[config.mk]
export PLATFORM = sky130hd
export DESIGN_NAME = axi_rd_arbiter
export DESIGN_NICKNAME = d
export VERILOG_FILES = /design/src/rtl/axi_rd_arbiter_pkg.sv /design/src/rtl/axi_rd_arbiter_pick.sv /design/src/rtl/axi_rd_arbiter.sv
export SDC_FILE = /design/constraint.sdc
export NUM_CORES = 1
export LEC_CHECK = 0
export BUFFER_PORTS_ARGS = -buffer_cell sky130_fd_sc_hd__clkbuf_2
export CORE_AREA = 2 2 95 97
export CTS_CLUSTER_SIZE = 16
export DETAILED_ROUTE_END_ITERATION = 12
export DIE_AREA = 0 0 97 99
export GPL_ROUTABILITY_DRIVEN = 0
export PLACE_DENSITY = 0.7
export SKIP_CTS_REPAIR_TIMING = 1
export SLEW_MARGIN = 15
export SYNTH_ARGS = -nofsm -noshare
export SYNTH_HDL_FRONTEND = slang
export SYNTH_SLANG_ARGS = --single-unit
[constraint.sdc]
create_clock -name clk -period 3.5 [get_ports clk]
set_input_delay 0.7 -clock clk [delete_from_list [all_inputs] [get_ports clk]]
set_output_delay 0.7 -clock clk [all_outputs]
set_load 0.01 [all_outputs]
[src/rtl/axi_rd_arbiter_pkg.sv]
// Shared encodings for the AXI read arbiter: request types, AXI IDs, burst type and
// sequencer states.
package axi_rd_arbiter_pkg;

    localparam logic [2:0] RD_TYPE_BYTE = 3'b000;
    localparam logic [2:0] RD_TYPE_HALF = 3'b001;
    localparam logic [2:0] RD_TYPE_WORD = 3'b010;
    localparam logic [2:0] RD_TYPE_LINE = 3'b100;

    localparam logic [3:0] ARID_INST = 4'd0;
    localparam logic [3:0] ARID_DATA = 4'd1;

    localparam logic [1:0] AXI_BURST_INCR = 2'b01;

    typedef enum logic [1:0] {
        S_IDLE = 2'd0,
        S_ADDR = 2'd1,
        S_DATA = 2'd2
    } state_t;

endpackage

[src/rtl/axi_rd_arbiter_pick.sv]
// Grant selection between icache and dcache read requests (grant[0]=inst, grant[1]=data).
// AXI_ARB_RR_EN selects round-robin on the pointer; otherwise data has fixed priority.
module axi_rd_arb_pick (
    input  logic       inst_req,
    input  logic       data_req,
    input  logic       ptr,
    output logic [1:0] grant
);

`ifdef AXI_ARB_RR_EN
    // ptr: 0 prefers inst, 1 prefers data; only consulted when both request
    always_comb begin
        grant = 2'b00;
        if (inst_req && data_req) begin
            grant = ptr ? 2'b10 : 2'b01;
        end else if (data_req) begin
            grant = 2'b10;
        end else if (inst_req) begin
            grant = 2'b01;
        end
    end
`else
    logic unused_ptr;
    assign unused_ptr = ptr;

    always_comb begin
        grant = 2'b00;
        if (data_req) begin
            grant = 2'b10;
        end else if (inst_req) begin
            grant = 2'b01;
        end
    end
`endif

endmodule

[src/rtl/axi_rd_arbiter.sv]
// Shares one AXI read channel between icache and dcache, one transaction outstanding.
// Build option AXI_ARB_RR_EN enables round-robin arbitration instead of data-first.
//
// state  | meaning
// S_IDLE | ready to accept the selected requester
// S_ADDR | arvalid asserted with latched fields, waiting for arready
// S_DATA | rready asserted, beats steered to the owner until rlast
module axi_rd_arbiter
    import axi_rd_arbiter_pkg::*;
(
    input  logic        clk,
    input  logic        resetn,

    input  logic        inst_rd_req,
    input  logic [2:0]  inst_rd_type,
    input  logic [31:0] inst_rd_addr,
    output logic        inst_rd_rdy,
    output logic        inst_ret_valid,
    output logic        inst_ret_last,
    output logic [31:0] inst_ret_data,

    input  logic        data_rd_req,
    input  logic [2:0]  data_rd_type,
    input  logic [31:0] data_rd_addr,
    output logic        data_rd_rdy,
    output logic        data_ret_valid,
    output logic        data_ret_last,
    output logic [31:0] data_ret_data,

    output logic [3:0]  arid,
    output logic [31:0] araddr,
    output logic [7:0]  arlen,
    output logic [2:0]  arsize,
    output logic [1:0]  arburst,
    output logic [1:0]  arlock,
    output logic [3:0]  arcache,
    output logic [2:0]  arprot,
    output logic        arvalid,
    input  logic        arready,

    input  logic [3:0]  rid,
    input  logic [31:0] rdata,
    input  logic [1:0]  rresp,
    input  logic        rlast,
    input  logic        rvalid,
    output logic        rready
);

    state_t      state, state_nxt;
    logic [1:0]  grant;
    logic        accept;
    logic        rr_ptr;
    logic        owner_data;
    logic        lat_line;
    logic [1:0]  lat_size;
    logic [31:0] lat_addr;
    logic [2:0]  sel_type;
    logic [1:0]  beat_cnt;
    logic        beat_fwd;

    axi_rd_arb_pick u_pick (
        .inst_req (inst_rd_req),
        .data_req (data_rd_req),
        .ptr      (rr_ptr),
        .grant    (grant)
    );

    assign accept   = (state == S_IDLE) && (grant != 2'b00);
    assign sel_type = grant[1] ? data_rd_type : inst_rd_type;

    always_comb begin
        state_nxt = state;
        case (state)
            S_IDLE:  if (accept)          state_nxt = S_ADDR;
            S_ADDR:  if (arready)         state_nxt = S_DATA;
            S_DATA:  if (rvalid && rlast) state_nxt = S_IDLE;
            default:                      state_nxt = S_IDLE;
        endcase
    end

    always_ff @(posedge clk or negedge resetn) begin
        if (!resetn) begin
            state <= S_IDLE;
        end else begin
            state <= state_nxt;
        end
    end

    always_ff @(posedge clk or negedge resetn) begin
        if (!resetn) begin
            owner_data <= 1'b0;
            lat_line   <= 1'b0;
            lat_size   <= 2'd0;
            lat_addr   <= 32'd0;
        end else if (accept) begin
            owner_data <= grant[1];
            lat_line   <= (sel_type == RD_TYPE_LINE);
            lat_size   <= sel_type[1:0];
            lat_addr   <= grant[1] ? data_rd_addr : inst_rd_addr;
        end
    end

`ifdef AXI_ARB_RR_EN
    // After a grant the other requester becomes the preferred one
    always_ff @(posedge clk or negedge resetn) begin
        if (!resetn) begin
            rr_ptr <= 1'b0;
        end else if (accept) begin
            rr_ptr <= grant[0];
        end
    end
`else
    assign rr_ptr = 1'b0;
`endif

    // Debug beat counter; rlast alone ends the burst
    always_ff @(posedge clk or negedge resetn) begin
        if (!resetn) begin
            beat_cnt <= 2'd0;
        end else if (state == S_IDLE) begin
            beat_cnt <= 2'd0;
        end else if (beat_fwd) begin
            beat_cnt <= beat_cnt + 2'd1;
        end
    end

    a_beat_within_len: assert property (@(posedge clk) disable iff (!resetn)
        beat_fwd |-> (beat_cnt <= arlen[1:0]));

    assign inst_rd_rdy = resetn && (state == S_IDLE) && grant[0];
    assign data_rd_rdy = resetn && (state == S_IDLE) && grant[1];

    assign arid    = owner_data ? ARID_DATA : ARID_INST;
    assign araddr  = lat_addr;
    assign arlen   = lat_line ? 8'd3 : 8'd0;
    assign arsize  = lat_line ? 3'd2 : {1'b0, lat_size};
    assign arburst = AXI_BURST_INCR;
    assign arlock  = 2'b00;
    assign arcache = 4'b0000;
    assign arprot  = 3'b000;
    assign arvalid = (state == S_ADDR);
    assign rready  = (state == S_DATA);

    assign beat_fwd = rready && rvalid;

    assign inst_ret_valid = beat_fwd && !owner_data;
    assign inst_ret_last  = inst_ret_valid && rlast;
    assign inst_ret_data  = inst_ret_valid ? rdata : 32'd0;

    assign data_ret_valid = beat_fwd && owner_data;
    assign data_ret_last  = data_ret_valid && rlast;
    assign data_ret_data  = data_ret_valid ? rdata : 32'd0;

    logic unused_bits;
    assign unused_bits = ^{rid, rresp};

endmodule

==> After elaboration in Yosys (flattened, before gate mapping) <==
Index checks and enable logic that the tools add are counted.
{ "totals": {"out_inout_bits": 130, "in_bits": 115, "regBits": 38, "elab_cells": 38} }
{ "classes": {"eq_ne": 6, "n_reduce_logical": 14, "muxes": 13} }
{ "op_table": {"columns": ["operator", "n"], "rows": [
  ["32-bit two-way mux", 3],
  ["2-bit two-way mux", 6],
  ["1-bit logical AND", 10],
  ["2-bit case mux with 3 select lines", 1],
  ["2-bit by 1-bit inequality test with 1-bit output, second input constant", 2],
  ["3-bit == test, second input constant", 1],
  ["3-bit two-way mux", 1],
  ["3-bit AND reduction", 1],
  ["2-bit by 1-bit == test with 1-bit output, second input constant", 1],
  ["2-bit == test, second input constant", 1],
  ["2-bit zero test", 1],
  ["1-bit two-way mux", 2],
  ["2-bit inequality test, second input constant", 1],
  ["2-bit nonzero test", 1],
  ["1-bit zero test", 1]
]} }

==> Logic depth before layout (Yosys ltp) <==
Gate-level depths: netlist (run 1).
{ "logic_depth": {"word_depth": 6, "ltp_mapped": 5, "mapped_depth_nobuf": 3} }

==> Modules after synthesis <==
Synthesis (run 1) repeated with hierarchy kept, for this count alone.
{ "unflattened": {"hier_cells": 235, "area_unflattened_um2": 2806.4} }
{ "modules_own_cells": {"columns": ["module", "area_each_um2", "instances", "cells_each", "seq_area_each_um2"], "rows": [
  ["axi_rd_arbiter", 2785.2, 1, 233, 950.9],
  ["axi_rd_arb_pick", 21.3, 1, 2, 0.0]
]} }

==> Worst setup path after synthesis (run 1) <==
OpenSTA, ideal clock, no wires.
{ "synth_timing": {"path_type": "input-to-output", "startpoint": "input port rvalid", "endpoint": "output port data_ret_data[12]", "required_time_ns": 2.800, "path_buffers": 2, "path_stages": 4, "setup_slack_ns": 1.497, "arrival_ns": 1.302, "cell_sequence": "and3_1 > buf_2 > buf_4 > and2_1"} }
{ "synth_via": {"elab_chain_cells": 3} }
{ "synth_rtl": {"columns": ["item", "line_no", "text"], "rows": [
  ["from (decl)", "axi_rd_arbiter.sv:45", "input logic rvalid,"],
  ["1-bit logical AND", "axi_rd_arbiter.sv:144", "assign beat_fwd = rready && rvalid;"],
  ["1-bit logical AND", "axi_rd_arbiter.sv:150", "assign data_ret_valid = beat_fwd && owner_data;"],
  ["named net data_ret_valid", "axi_rd_arbiter.sv:26", "output logic data_ret_valid,"],
  ["32-bit two-way mux", "axi_rd_arbiter.sv:152", "assign data_ret_data = data_ret_valid ? rdata : 32'd0;"],
  ["to (decl)", "axi_rd_arbiter.sv:28", "output logic [31:0] data_ret_data,"]
]} }
The timed path passes the listed nets, and every way through them passes these cells.

==> Final worst setup path (run 1) <==
{ "layout_timing": {"startpoint": "register state[1]", "endpoint": "output port data_ret_data[31]"} }
{ "layout_via": {"elab_chain_cells": 4} }
{ "layout_rtl": {"columns": ["item", "line_no", "text"], "rows": [
  ["from (decl)", "axi_rd_arbiter.sv:49", "state_t state, state_nxt;"],
  ["from (signal assigned)", "axi_rd_arbiter.sv:85", "state <= state_nxt;"],
  ["2-bit == test", "axi_rd_arbiter.sv:142", "assign rready = (state == S_DATA);"],
  ["1-bit logical AND", "axi_rd_arbiter.sv:144", null],
  ["1-bit logical AND", "axi_rd_arbiter.sv:150", null],
  ["32-bit two-way mux", "axi_rd_arbiter.sv:152", null]
]} }
No other way between the ends.

==> metrics.txt, run 1 <==
# TYPE chip_impl_metric gauge
chip_impl_metric{name="layout_worst_path_cycle_share",unit="%"} 76.3
chip_impl_info{name="tritoncts",value="done"} 1
chip_impl_info{name="start_kind",value="register"} 1
chip_impl_metric{name="synthesis.area_per_instance",unit="sq um"} 11.7
chip_impl_metric{name="floorplan.initialDensity",unit="%"} 32.0
chip_impl_metric{name="drc_errors",unit=""} 0
chip_impl_metric{name="netlist_area",unit="sq um"} 2730
chip_impl_info{name="postSynth.topFlopCell",value="dfrtp_1"} 1
chip_impl_metric{name="ctsHtreeMaxLevel",unit=""} 2
chip_impl_metric{name="final_layout_size_suffix_gt1_share",unit="%"} 68.3
chip_impl_metric{name="placeableCoreArea",unit="sq um"} 8550
chip_impl_metric{name="cts.clk_slew.worst_paths",unit="ns"} 0.08
chip_impl_metric{name="netlist_instances",unit=""} 233
chip_impl_metric{name="crit_path_max_fanout",unit=""} 34
chip_impl_metric{name="die_h",unit="um"} 99
chip_impl_metric{name="synth_seq_cells",unit=""} 38
chip_impl_metric{name="finalNetCount",unit=""} 556
chip_impl_info{name="netlist_top_cells_count",value="and2_1, dfrtp_1, mux2_4"} 1
chip_impl_metric{name="largest_net_degree_at_the_start_of_global_routing",unit=""} 35
chip_impl_metric{name="globalRouteTotalUtil",unit="%"} 14.9
chip_impl_metric{name="detailroute.via_count",unit=""} 2379
chip_impl_metric{name="io_buffer_count",unit=""} 217
chip_impl_info{name="endpoint_kind",value="output pin"} 1
chip_impl_metric{name="grt_util_met3",unit="%"} 3.90
chip_impl_metric{name="report.final.slew_viol_count",unit=""} 0
chip_impl_info{name="crit-reg2reg-launch",value="state[0]$_DFFE_PN0P_"} 1
chip_impl_info{name="grt_peak_use_layer",value="met2"} 1
chip_impl_metric{name="skew",unit="ns"} 0.00405
chip_impl_metric{name="fin_tns_setup",unit="ns"} 0
chip_impl_metric{name="fmaxAchievable",unit="MHz"} 374
chip_impl_metric{name="antenna_found_initial",unit=""} 0
chip_impl_metric{name="report.final.hold_viol_count",unit=""} 0
chip_impl_metric{name="worst_ep_arrival_time",unit="ns"} 1.97
chip_impl_metric{name="globalRouteMet1Util",unit="%"} 17.8
chip_impl_metric{name="synth_cell_types",unit=""} 24
chip_impl_metric{name="tritoncts.num_buffers",unit=""} 5
chip_impl_metric{name="synthDominantCellAreaShare",unit="%"} 34.8
chip_impl_metric{name="part_of_the_yosys_area_used_for_sequential_elements",unit="%"} 34.8
chip_impl_info{name="crit_path_start",value="state[1]$_DFFE_PN0P_"} 1
chip_impl_metric{name="slew_headroom",unit="%"} 44.2
chip_impl_metric{name="antenna-diode-count",unit=""} 0
chip_impl_metric{name="insertion_delay",unit="ns"} 0.29
chip_impl_metric{name="fraction_of_registers_with_async_set_or_reset_after_synthesis",unit="%"} 100
chip_impl_metric{name="synthSimpleGateAreaFrac",unit="%"} 18.2
chip_impl_metric{name="initialDrtViolationCount",unit=""} 45
chip_impl_info{name="clk_root_buffer_cell",value="clkbuf_8"} 1
chip_impl_metric{name="max_slew.worst_pin.slew",unit="ns"} 0.837
chip_impl_metric{name="met2_usage",unit="%"} 26.4
chip_impl_metric{name="grt-ovfl-total",unit=""} 0
chip_impl_metric{name="pin_count",unit=""} 245
chip_impl_metric{name="synthXorXnorAreaFrac",unit="%"} 0
chip_impl_info{name="post_synth_main_area_contributors",value="dfrtp_1, mux2_4, and2_1, mux2_2, buf_4"} 1
chip_impl_metric{name="power.density",unit="nW/um^2"} 638
chip_impl_metric{name="post_synth_fa_ha_maj_area_fraction",unit="%"} 0
chip_impl_metric{name="worstPathRequired",unit="ns"} 2.80
chip_impl_info{name="worst-setup-path-type",value="register to output pin"} 1
chip_impl_metric{name="drt_wl_total",unit="um"} 7210
chip_impl_metric{name="first_pass_grt_wire_length",unit="um"} 11600
chip_impl_info{name="synth_top_family_by_area",value="multiplexers"} 1
chip_impl_metric{name="drt_pass1_iterations",unit=""} 4
chip_impl_metric{name="static-leakage-power",unit="nW"} 2.22
chip_impl_metric{name="clk_path_buf_depth",unit=""} 2
chip_impl_info{name="status",value="completed"} 1
chip_impl_metric{name="routedWlPerCell",unit="um"} 13.1
chip_impl_metric{name="areaGrowthSynthToFinish",unit="%"} 41.7
chip_impl_metric{name="routed_via_density",unit=""} 4.33
chip_impl_info{name="timing.hold.worst.class",value="input port to asynchronous set/reset pin"} 1
chip_impl_metric{name="num-fill-cells",unit=""} 817
chip_impl_metric{name="design.die.area",unit="sq um"} 9600
chip_impl_metric{name="synth-compound-area-share",unit="%"} 1.51
chip_impl_metric{name="place_hpwl",unit="um"} 6030
chip_impl_info{name="synth_area_leader_cell",value="dfrtp_1"} 1
chip_impl_metric{name="final_worst_path_period_need",unit="ns"} 2.67
chip_impl_metric{name="number_of_global_route_vias_before_repair",unit=""} 2426
chip_impl_metric{name="totalPowerFinal",unit="mW"} 2.47
chip_impl_metric{name="tritoncts_num_sinks",unit=""} 38
chip_impl_metric{name="post_synth_mux_area_share",unit="%"} 33.2
chip_impl_metric{name="storage_element_area",unit="sq um"} 951
chip_impl_metric{name="synth-edff-count",unit=""} 0
chip_impl_info{name="yosys.cell_count.top_type",value="and2_1"} 1
chip_impl_info{name="rsz0062_at_grt",value="no"} 1
chip_impl_metric{name="synthesis.yosys.warnings",unit=""} 0
chip_impl_metric{name="chipWidth",unit="um"} 97
chip_impl_metric{name="peakVddDrop",unit="mV"} 0.378
chip_impl_metric{name="route.antenna.remaining_nets",unit=""} 0
chip_impl_metric{name="core.rowCount",unit=""} 34
chip_impl_metric{name="multi_input_comb_area",unit="sq um"} 1530
chip_impl_metric{name="finalSetupViolCount",unit=""} 0
chip_impl_metric{name="drv_cap",unit=""} 0
## state kept, by name (all words and copies together), names as in the netlist
register and flops:
araddr 32, lat_line 1, lat_size 2, owner_data 1, state 2
## area by class of cell
class	instances	area share, %
Clock buffer	5	1.78
Tap cell	108	3.49
Clock inverter	3	1.78
Sequential cell	38	24.5
Timing Repair Buffer	221	28.8
Multi-Input combinational cell	173	39.4
Inverter	2	0.194
## per-layer routing
layer / vias to the layer above / part of all wire [%]
met1: 1087 / 39
met2: 146 / 51
met4: 0 / 0.90
met3: 5 / 9.3
met5: - / 0
li1: 1141 / -
## stage by stage
stage                     area [sq um]  util [%]  worst slack, ns  hold WS [ns]  cells
final                             3870      45.3            0.829         0.296    550
after global routing              3870      45.3            0.632         0.296    550
after CTS                         3870      45.3            0.791         0.295    550
after detailed placement          3740      43.7            0.909         0.487    542
after global placement            3740      43.7            0.971         0.491    542
after floorplan                   2810         -             1.50         0.404    252
## layout by cell type, fill, tap and decap left out, types with 4 or more instances in the layout
cell      synthesis  routed
and2_1           66      66
buf_4            25       4
clkbuf_2          2     217
conb_1            2      21
mux2_4           35      35
clkbuf_8          0       5
mux2_2           34      34
dfrtp_1          38      38
## critical path: stages, from the launching register on
cell and delay [ns]:
dfrtp_1 0.38, nor2b_2 0.20, and3_1 0.73, and2_1 0.23, clkbuf_2 0.13
## power breakdown
group | leakage, nW | switching, mW | internal (mW)
Sequential | 0.447 | 0.141 | 0.665
Combinational | 1.70 | 0.533 | 0.684
Clock | 0.0683 | 0.163 | 0.286
## kinds of logic (layout without fill, tap and decap cells)
kind of cell	count (synthesis)	in the layout
multiplexers	69	69
AND/OR/NAND/NOR	78	78
other	2	21
flip-flops	38	38
buffers and inverters	41	231
AO/OA/AOI/OAI	5	5
## worst paths after layout
path,end,slack [ns],cells after the start
setup / recovery,data_ret_data[31],0.83,4
hold / removal,araddr[11]$_DFFE_PN0P_,0.30,1
setup reg to reg,araddr[30]$_DFFE_PN0P_,1.59,4
hold reg to reg,araddr[8]$_DFFE_PN0P_,0.51,1
max in group asynchronous,araddr[29]$_DFFE_PN0P_,2.55,2
min in group clk,araddr[8]$_DFFE_PN0P_,0.51,1
Power figures use the tool's default switching activity.
==> run 2: changes to the inputs <==
Settings changed: ABC_AREA from default to 1.
Clock period 3.5 ns to 2.2 ns, I/O delays scaled along.
==> run 2 against run 1 <==
Effect of this change:
- final cell count rose by 22%
- first-iteration DRC count up 69%
- clock skew up 0.0013 ns
- design area down 6.2%
- worst setup slack worse by 0.51 ns
- largest cell class is now non-clock buffers
- critical path depth up 1
- clock power increased by 4%
- worst hold slack got worse by 0.055 ns
==> metrics.txt, run 2 <==
# TYPE chip_impl_metric gauge
chip_impl_metric{name="grt-ovfl-total",unit=""} 0
chip_impl_metric{name="synth_seq_cells",unit=""} 38
chip_impl_metric{name="static-leakage-power",unit="nW"} 2.28
chip_impl_metric{name="finalSetupViolCount",unit=""} 0
chip_impl_metric{name="final_core_util",unit="%"} 42.5
chip_impl_metric{name="synthDominantCellAreaShare",unit="%"} 38.3
chip_impl_metric{name="skew",unit="ns"} 0.00540
chip_impl_metric{name="tritoncts_num_sinks",unit=""} 38
chip_impl_info{name="synth_area_leader_cell",value="dfrtp_1"} 1
chip_impl_metric{name="pin_count",unit=""} 245
chip_impl_metric{name="storage_element_area",unit="sq um"} 951
chip_impl_info{name="post_synth_main_area_contributors",value="dfrtp_1, nor2_1, or2_2, nand2_1, o21ai_0"} 1
chip_impl_info{name="yosys.cell_count.top_type",value="nor2_1"} 1
chip_impl_metric{name="globalRouteTotalUtil",unit="%"} 16.2
chip_impl_metric{name="fin_tns_setup",unit="ns"} 0
chip_impl_metric{name="num-fill-cells",unit=""} 892
chip_impl_metric{name="synth_cell_types",unit=""} 19
chip_impl_info{name="most_common_cell_after_layout_fill_and_taps_aside",value="clkbuf_2"} 1
chip_impl_metric{name="synthSimpleGateAreaFrac",unit="%"} 28.8
chip_impl_metric{name="netlist_instances",unit=""} 359
chip_impl_info{name="tritoncts",value="done"} 1
chip_impl_metric{name="fmaxAchievable",unit="MHz"} 530
chip_impl_metric{name="drt_pass1_iterations",unit=""} 4
chip_impl_metric{name="worst_ep_arrival_time",unit="ns"} 1.45
chip_impl_metric{name="core.rowCount",unit=""} 34
chip_impl_metric{name="place_hpwl",unit="um"} 6640
chip_impl_info{name="timing.hold.worst.class",value="input port to asynchronous set/reset pin"} 1
chip_impl_metric{name="route.antenna.remaining_nets",unit=""} 0
chip_impl_metric{name="report.final.hold_viol_count",unit=""} 0
chip_impl_metric{name="antenna-diode-count",unit=""} 0
chip_impl_metric{name="fraction_of_registers_with_async_set_or_reset_after_synthesis",unit="%"} 100
chip_impl_info{name="netlist_top_cells_count",value="nor2_1, nand2_1, inv_1"} 1
chip_impl_metric{name="synth-compound-area-share",unit="%"} 13.7
chip_impl_metric{name="peakVddDrop",unit="mV"} 0.416
chip_impl_metric{name="layout_worst_path_cycle_share",unit="%"} 85.7
chip_impl_info{name="status",value="completed"} 1
chip_impl_metric{name="design.die.area",unit="sq um"} 9600
chip_impl_metric{name="worstPathRequired",unit="ns"} 1.76
chip_impl_metric{name="first_pass_grt_wire_length",unit="um"} 12700
chip_impl_metric{name="final_layout_size_suffix_gt1_share",unit="%"} 47.8
chip_impl_metric{name="number_of_global_route_vias_before_repair",unit=""} 2740
chip_impl_info{name="mostFrequentLayoutCells",value="clkbuf_2, nor2_1, nand2_1"} 1
chip_impl_metric{name="synthesis.area_per_instance",unit="sq um"} 6.91
chip_impl_metric{name="antenna_found_initial",unit=""} 1
chip_impl_metric{name="ctsHtreeMaxLevel",unit=""} 2
chip_impl_info{name="worst-setup-path-type",value="register to output pin"} 1
chip_impl_metric{name="largest_net_degree_at_the_start_of_global_routing",unit=""} 41
chip_impl_metric{name="initialDrtViolationCount",unit=""} 76
chip_impl_metric{name="synthesis.yosys.warnings",unit=""} 0
chip_impl_metric{name="part_of_the_yosys_area_used_for_sequential_elements",unit="%"} 38.3
chip_impl_metric{name="final_worst_path_period_need",unit="ns"} 1.89
chip_impl_info{name="clk_root_buffer_cell",value="clkbuf_8"} 1
chip_impl_metric{name="placeableCoreArea",unit="sq um"} 8550
chip_impl_info{name="synth_top_family_by_area",value="simple AND/OR/NAND/NOR gates"} 1
chip_impl_metric{name="floorplan.initialDensity",unit="%"} 29.0
chip_impl_metric{name="areaGrowthSynthToFinish",unit="%"} 46.5
chip_impl_info{name="rsz0062_at_grt",value="no"} 1
chip_impl_metric{name="drv_cap",unit=""} 0
chip_impl_metric{name="finalNetCount",unit=""} 681
chip_impl_metric{name="largest_register_ffs",unit=""} 32
chip_impl_metric{name="totalPowerFinal",unit="mW"} 3.43
chip_impl_metric{name="post-place-cells",unit=""} 667
chip_impl_metric{name="layoutNonFillerInstCount",unit=""} 673
chip_impl_metric{name="crit_path_max_fanout",unit=""} 34
chip_impl_metric{name="drt_wl_total",unit="um"} 7890
chip_impl_metric{name="clk_path_buf_depth",unit=""} 2
chip_impl_info{name="start_kind",value="register"} 1
chip_impl_metric{name="routed_via_density",unit=""} 4.23
chip_impl_metric{name="power.density",unit="nW/um^2"} 944
chip_impl_metric{name="multi_input_comb_area",unit="sq um"} 1130
chip_impl_info{name="endpoint_kind",value="output pin"} 1
chip_impl_metric{name="die_h",unit="um"} 99
chip_impl_metric{name="drc_errors",unit=""} 0
chip_impl_metric{name="post_synth_mux_area_share",unit="%"} 0
chip_impl_metric{name="detailroute.via_count",unit=""} 2845
chip_impl_metric{name="routedWlPerCell",unit="um"} 11.7
chip_impl_metric{name="cts.clk_slew.worst_paths",unit="ns"} 0.07
chip_impl_metric{name="synthXorXnorAreaFrac",unit="%"} 0
chip_impl_metric{name="synth-edff-count",unit=""} 0
chip_impl_metric{name="netlist_area",unit="sq um"} 2480
chip_impl_metric{name="tritoncts.num_buffers",unit=""} 5
chip_impl_metric{name="post_synth_fa_ha_maj_area_fraction",unit="%"} 0
chip_impl_metric{name="report.final.slew_viol_count",unit=""} 0
chip_impl_info{name="postSynth.topFlopCell",value="dfrtp_1"} 1
chip_impl_metric{name="io_buffer_count",unit=""} 217
chip_impl_metric{name="chipWidth",unit="um"} 97
chip_impl_metric{name="insertion_delay",unit="ns"} 0.28
-- run 2: stage by stage --
stage               hold WS [ns]  setup slack [ns]  cell area, sq um
finish                     0.241             0.314              3630
global route               0.306             0.182              3630
CTS                        0.271             0.285              3630
detailed placement         0.470             0.592              3550
global placement           0.469             0.604              3550
floorplan                  0.144             0.700              2550
-- run 2: final timing paths --
| check | startpoint | cells past startpoint | slack, ns | to |
|---|---|---|---|---|
| setup reg to reg | state[0]$_DFFE_PN0P_ | 4 | 0.77 | araddr[6]$_DFFE_PN0P_ |
| hold / removal | resetn | 2 | 0.24 | araddr[24]$_DFFE_PN0P_ |
| min in group clk | arready | 3 | 0.39 | state[1]$_DFFE_PN0P_ |
| setup / recovery | state[0]$_DFFE_PN0P_ | 5 | 0.31 | data_ret_data[23] |
| max in group asynchronous | resetn | 2 | 1.63 | araddr[9]$_DFFE_PN0P_ |
| hold reg to reg | lat_size[1]$_DFFE_PN0P_ | 2 | 0.48 | lat_size[1]$_DFFE_PN0P_ |
-- run 2: routing by layer --
layer	global-route usage, %	wire length, um	share of wire (%)	vias up
met5	0	10	0.13	-
li1	-	-	-	1448
met2	28.5	3900	49	135
met3	4.18	662	8.4	11
met1	19.5	3200	41	1249
met4	4.77	114	1.4	2
-- run 2: area by class of cell --
class | instances | share of cell area (%)
multi-input combinational | 251 | 31.2
clock buffer | 6 | 2.27
inverter | 44 | 4.55
sequential | 38 | 26.2
tap | 108 | 3.72
timing repair buffer | 226 | 32.1
-- run 2: kinds of logic after synthesis --
logic type             Yosys count
other                            2
buffers and inverters           89
AOI/OAI and AO/OA               68
and+or+nand+nor                162
DFF                             38
-- run 2: power by group --
group,switching (mW),internal [mW],leakage (nW)
Combinational,1.01,0.699,1.77
Clock,0.224,0.242,0.0431
Sequential,0.203,1.05,0.463
-- run 2: critical path: stages, from the launching register on --
cell	delay [ns]
dfrtp_1	0.42
nor2_4	0.16
nand3_2	0.07
buf_4	0.23
nor2_1	0.14
clkbuf_2	0.15
==> run 3: changes to the inputs <==
Settings changed: ABC_AREA 1 to default, CORE_AREA 2 2 95 97 to 2 2 96 98, DIE_AREA 0 0 97 99 to 0 0 98 100, PLACE_DENSITY 0.7 to 0.72.
==> run 3 against run 2 <==
Effect of this change:
- global-route usage is 2.4 points lower
- worst setup slack worse by 0.15 ns
- count of clock-buffer cells in the layout is 1 lower
- total power is 16% higher
- largest power group unchanged
==> metrics.txt, run 3 (synthesis gave the netlist of run 1 again) <==
# TYPE chip_impl_metric gauge
chip_impl_info{name="status",value="completed"} 1
chip_impl_info{name="critical_path.slowest_cell",value="dfrtp_1"} 1
chip_impl_metric{name="final_layout_size_suffix_gt1_share",unit="%"} 68.5
chip_impl_info{name="timing.critical_path.max_delay_family",value="simple AND/OR/NAND/NOR gates"} 1
chip_impl_metric{name="met2_usage",unit="%"} 24.8
chip_impl_metric{name="areaGrowthSynthToFinish",unit="%"} 43.6
chip_impl_metric{name="layout_worst_path_cycle_share",unit="%"} 92.6
chip_impl_metric{name="post-place-cells",unit=""} 548
chip_impl_info{name="most_common_cell_after_layout_fill_and_taps_aside",value="clkbuf_2"} 1
chip_impl_metric{name="initialDrtViolationCount",unit=""} 43
chip_impl_metric{name="drc_errors",unit=""} 0
chip_impl_info{name="start_kind",value="register"} 1
chip_impl_metric{name="grt_util_met3",unit="%"} 3.48
chip_impl_metric{name="tritoncts_num_sinks",unit=""} 38
chip_impl_metric{name="tritoncts.num_buffers",unit=""} 5
chip_impl_metric{name="finalSetupViolCount",unit=""} 0
chip_impl_metric{name="number_of_global_route_vias_before_repair",unit=""} 2238
chip_impl_metric{name="chipWidth",unit="um"} 98
chip_impl_metric{name="worst_ep_arrival_time",unit="ns"} 1.60
chip_impl_metric{name="report.final.slew_viol_count",unit=""} 0
chip_impl_info{name="endpoint_kind",value="output pin"} 1
chip_impl_info{name="tritoncts",value="done"} 1
chip_impl_metric{name="rrSetupSlack",unit="ns"} 0.56
chip_impl_metric{name="antenna-diode-count",unit=""} 0
chip_impl_info{name="clk_root_buffer_cell",value="clkbuf_8"} 1
chip_impl_metric{name="pre_cts_slack",unit="ns"} 0.378
chip_impl_metric{name="fin_tns_setup",unit="ns"} 0
chip_impl_metric{name="drv_cap",unit=""} 0
chip_impl_metric{name="globalRouteTotalUtil",unit="%"} 13.8
chip_impl_metric{name="drt_wl_total",unit="um"} 7100
chip_impl_metric{name="antenna_found_initial",unit=""} 0
chip_impl_metric{name="floorplan.initialDensity",unit="%"} 30.8
chip_impl_metric{name="crit_path_max_fanout",unit=""} 34
chip_impl_info{name="critical_path.reg2reg.endpoint",value="araddr[5]$_DFFE_PN0P_"} 1
chip_impl_metric{name="peakVddDrop",unit="mV"} 0.687
chip_impl_metric{name="clk_path_buf_depth",unit=""} 2
chip_impl_metric{name="core.rowCount",unit=""} 35
chip_impl_metric{name="design.die.area",unit="sq um"} 9800
chip_impl_metric{name="io_buffer_count",unit=""} 217
chip_impl_info{name="mostFrequentLayoutCells",value="clkbuf_2, and2_1, dfrtp_1"} 1
chip_impl_metric{name="layout_setup_ws",unit="ns"} 0.164
chip_impl_metric{name="drt_pass1_iterations",unit=""} 4
chip_impl_metric{name="die_h",unit="um"} 100
chip_impl_metric{name="grt-ovfl-total",unit=""} 0
chip_impl_metric{name="final_worst_path_period_need",unit="ns"} 2.04
chip_impl_metric{name="largest_net_degree_at_the_start_of_global_routing",unit=""} 35
chip_impl_metric{name="insertion_delay",unit="ns"} 0.29
chip_impl_info{name="critical_path.cell_chain",value="nor2b_2 > and3_1 > buf_4 > and2_1 > clkbuf_2"} 1
chip_impl_metric{name="detailroute.via_count",unit=""} 2364
chip_impl_metric{name="pin_count",unit=""} 245
chip_impl_info{name="grt_peak_use_layer",value="met2"} 1
chip_impl_info{name="crit_path_start",value="state[1]$_DFFE_PN0P_"} 1
chip_impl_metric{name="cts.clk_slew.worst_paths",unit="ns"} 0.08
chip_impl_metric{name="report.final.hold_viol_count",unit=""} 0
chip_impl_metric{name="power.density",unit="nW/um^2"} 1010
chip_impl_metric{name="ctsHtreeMaxLevel",unit=""} 2
chip_impl_info{name="timing.hold.worst.class",value="input port to asynchronous set/reset pin"} 1
chip_impl_metric{name="cp_peak_stage_delay",unit="ns"} 0.38
chip_impl_metric{name="largest_register_ffs",unit=""} 32
chip_impl_metric{name="place_hpwl",unit="um"} 5980
chip_impl_metric{name="routedWlPerCell",unit="um"} 12.8
chip_impl_metric{name="totalPowerFinal",unit="mW"} 3.96
chip_impl_metric{name="placeableCoreArea",unit="sq um"} 8890
chip_impl_metric{name="worstPathRequired",unit="ns"} 1.76
chip_impl_metric{name="routed_via_density",unit=""} 4.25
chip_impl_info{name="worst-setup-path-type",value="register to output pin"} 1
chip_impl_metric{name="static-leakage-power",unit="nW"} 2.24
chip_impl_metric{name="first_pass_grt_wire_length",unit="um"} 11000
chip_impl_metric{name="skew",unit="ns"} 0.00546
chip_impl_metric{name="critical_path_cell_count",unit=""} 5
chip_impl_metric{name="layoutNonFillerInstCount",unit=""} 556
chip_impl_metric{name="cp.buffers_inverters",unit=""} 2
chip_impl_metric{name="route.antenna.remaining_nets",unit=""} 0
chip_impl_info{name="crit-reg2reg-launch",value="state[0]$_DFFE_PN0P_"} 1
chip_impl_metric{name="fmaxAchievable",unit="MHz"} 491
chip_impl_metric{name="num-fill-cells",unit=""} 869
chip_impl_metric{name="globalRouteMet1Util",unit="%"} 16.8
chip_impl_metric{name="finalNetCount",unit=""} 559
chip_impl_info{name="rsz0062_at_grt",value="no"} 1
chip_impl_metric{name="ff2ff_path_depth",unit=""} 4
chip_impl_info{name="setup.worst_path.end",value="data_ret_data[6]"} 1
## run 3: per-stage QoR
stage               hold WS (ns)  utilization (%)  area, sq um
floorplan                  0.144                -         2810
global placement           0.358             42.6         3790
detailed placement         0.368             42.6         3790
CTS                       0.0432             44.2         3930
global route              0.0486             44.2         3930
finish                    0.0482             44.2         3930
## run 3: worst register-to-register path, delay by kind of cell (launching register included)
kind / cells / cell delay, ns
AO/OA/AOI/OAI: 1 / 0.35
buffers and inverters: 1 / 0.24
flip-flops: 1 / 0.41
multiplexers: 1 / 0.31
AND/OR/NAND/NOR: 1 / 0.22
## run 3: layer usage
layer / vias to the layer above / part of all wire (%) / routed length (um)
met2: 138 / 52 / 3720
met4: 0 / 0.24 / 17
met3: 2 / 8.8 / 622
li1: 1148 / - / -
met5: - / 0 / 0
met1: 1076 / 39 / 2740
## run 3: final cells by class
type,instances,area [sq um],area share [%]
clock buffer,5,68.8,1.75
clock inverter,3,68.8,1.75
inverter,2,7.51,0.191
multi-input combinational,173,1530,38.9
sequential,38,951,24.2
tap,111,139,3.54
timing repair buffer,224,1160,29.6
## run 3: worst min path at each step
stage / start / end / cells after the start
floorplan: resetn / araddr[0]$_DFFE_PN0P_ / 0
global placement: resetn / araddr[8]$_DFFE_PN0P_ / 1
detailed placement: resetn / araddr[8]$_DFFE_PN0P_ / 1
CTS: resetn / araddr[8]$_DFFE_PN0P_ / 1
global route: resetn / araddr[10]$_DFFE_PN0P_ / 1
finish: resetn / araddr[8]$_DFFE_PN0P_ / 1
## run 3: report_power, final
part	internal [mW]	total [mW]	leakage, nW	switching, mW
Combinational	1.13	1.97	1.73	0.845
Sequential	1.06	1.28	0.447	0.222
Clock	0.454	0.713	0.0683	0.258
Total	2.64	3.96	2.24	1.32
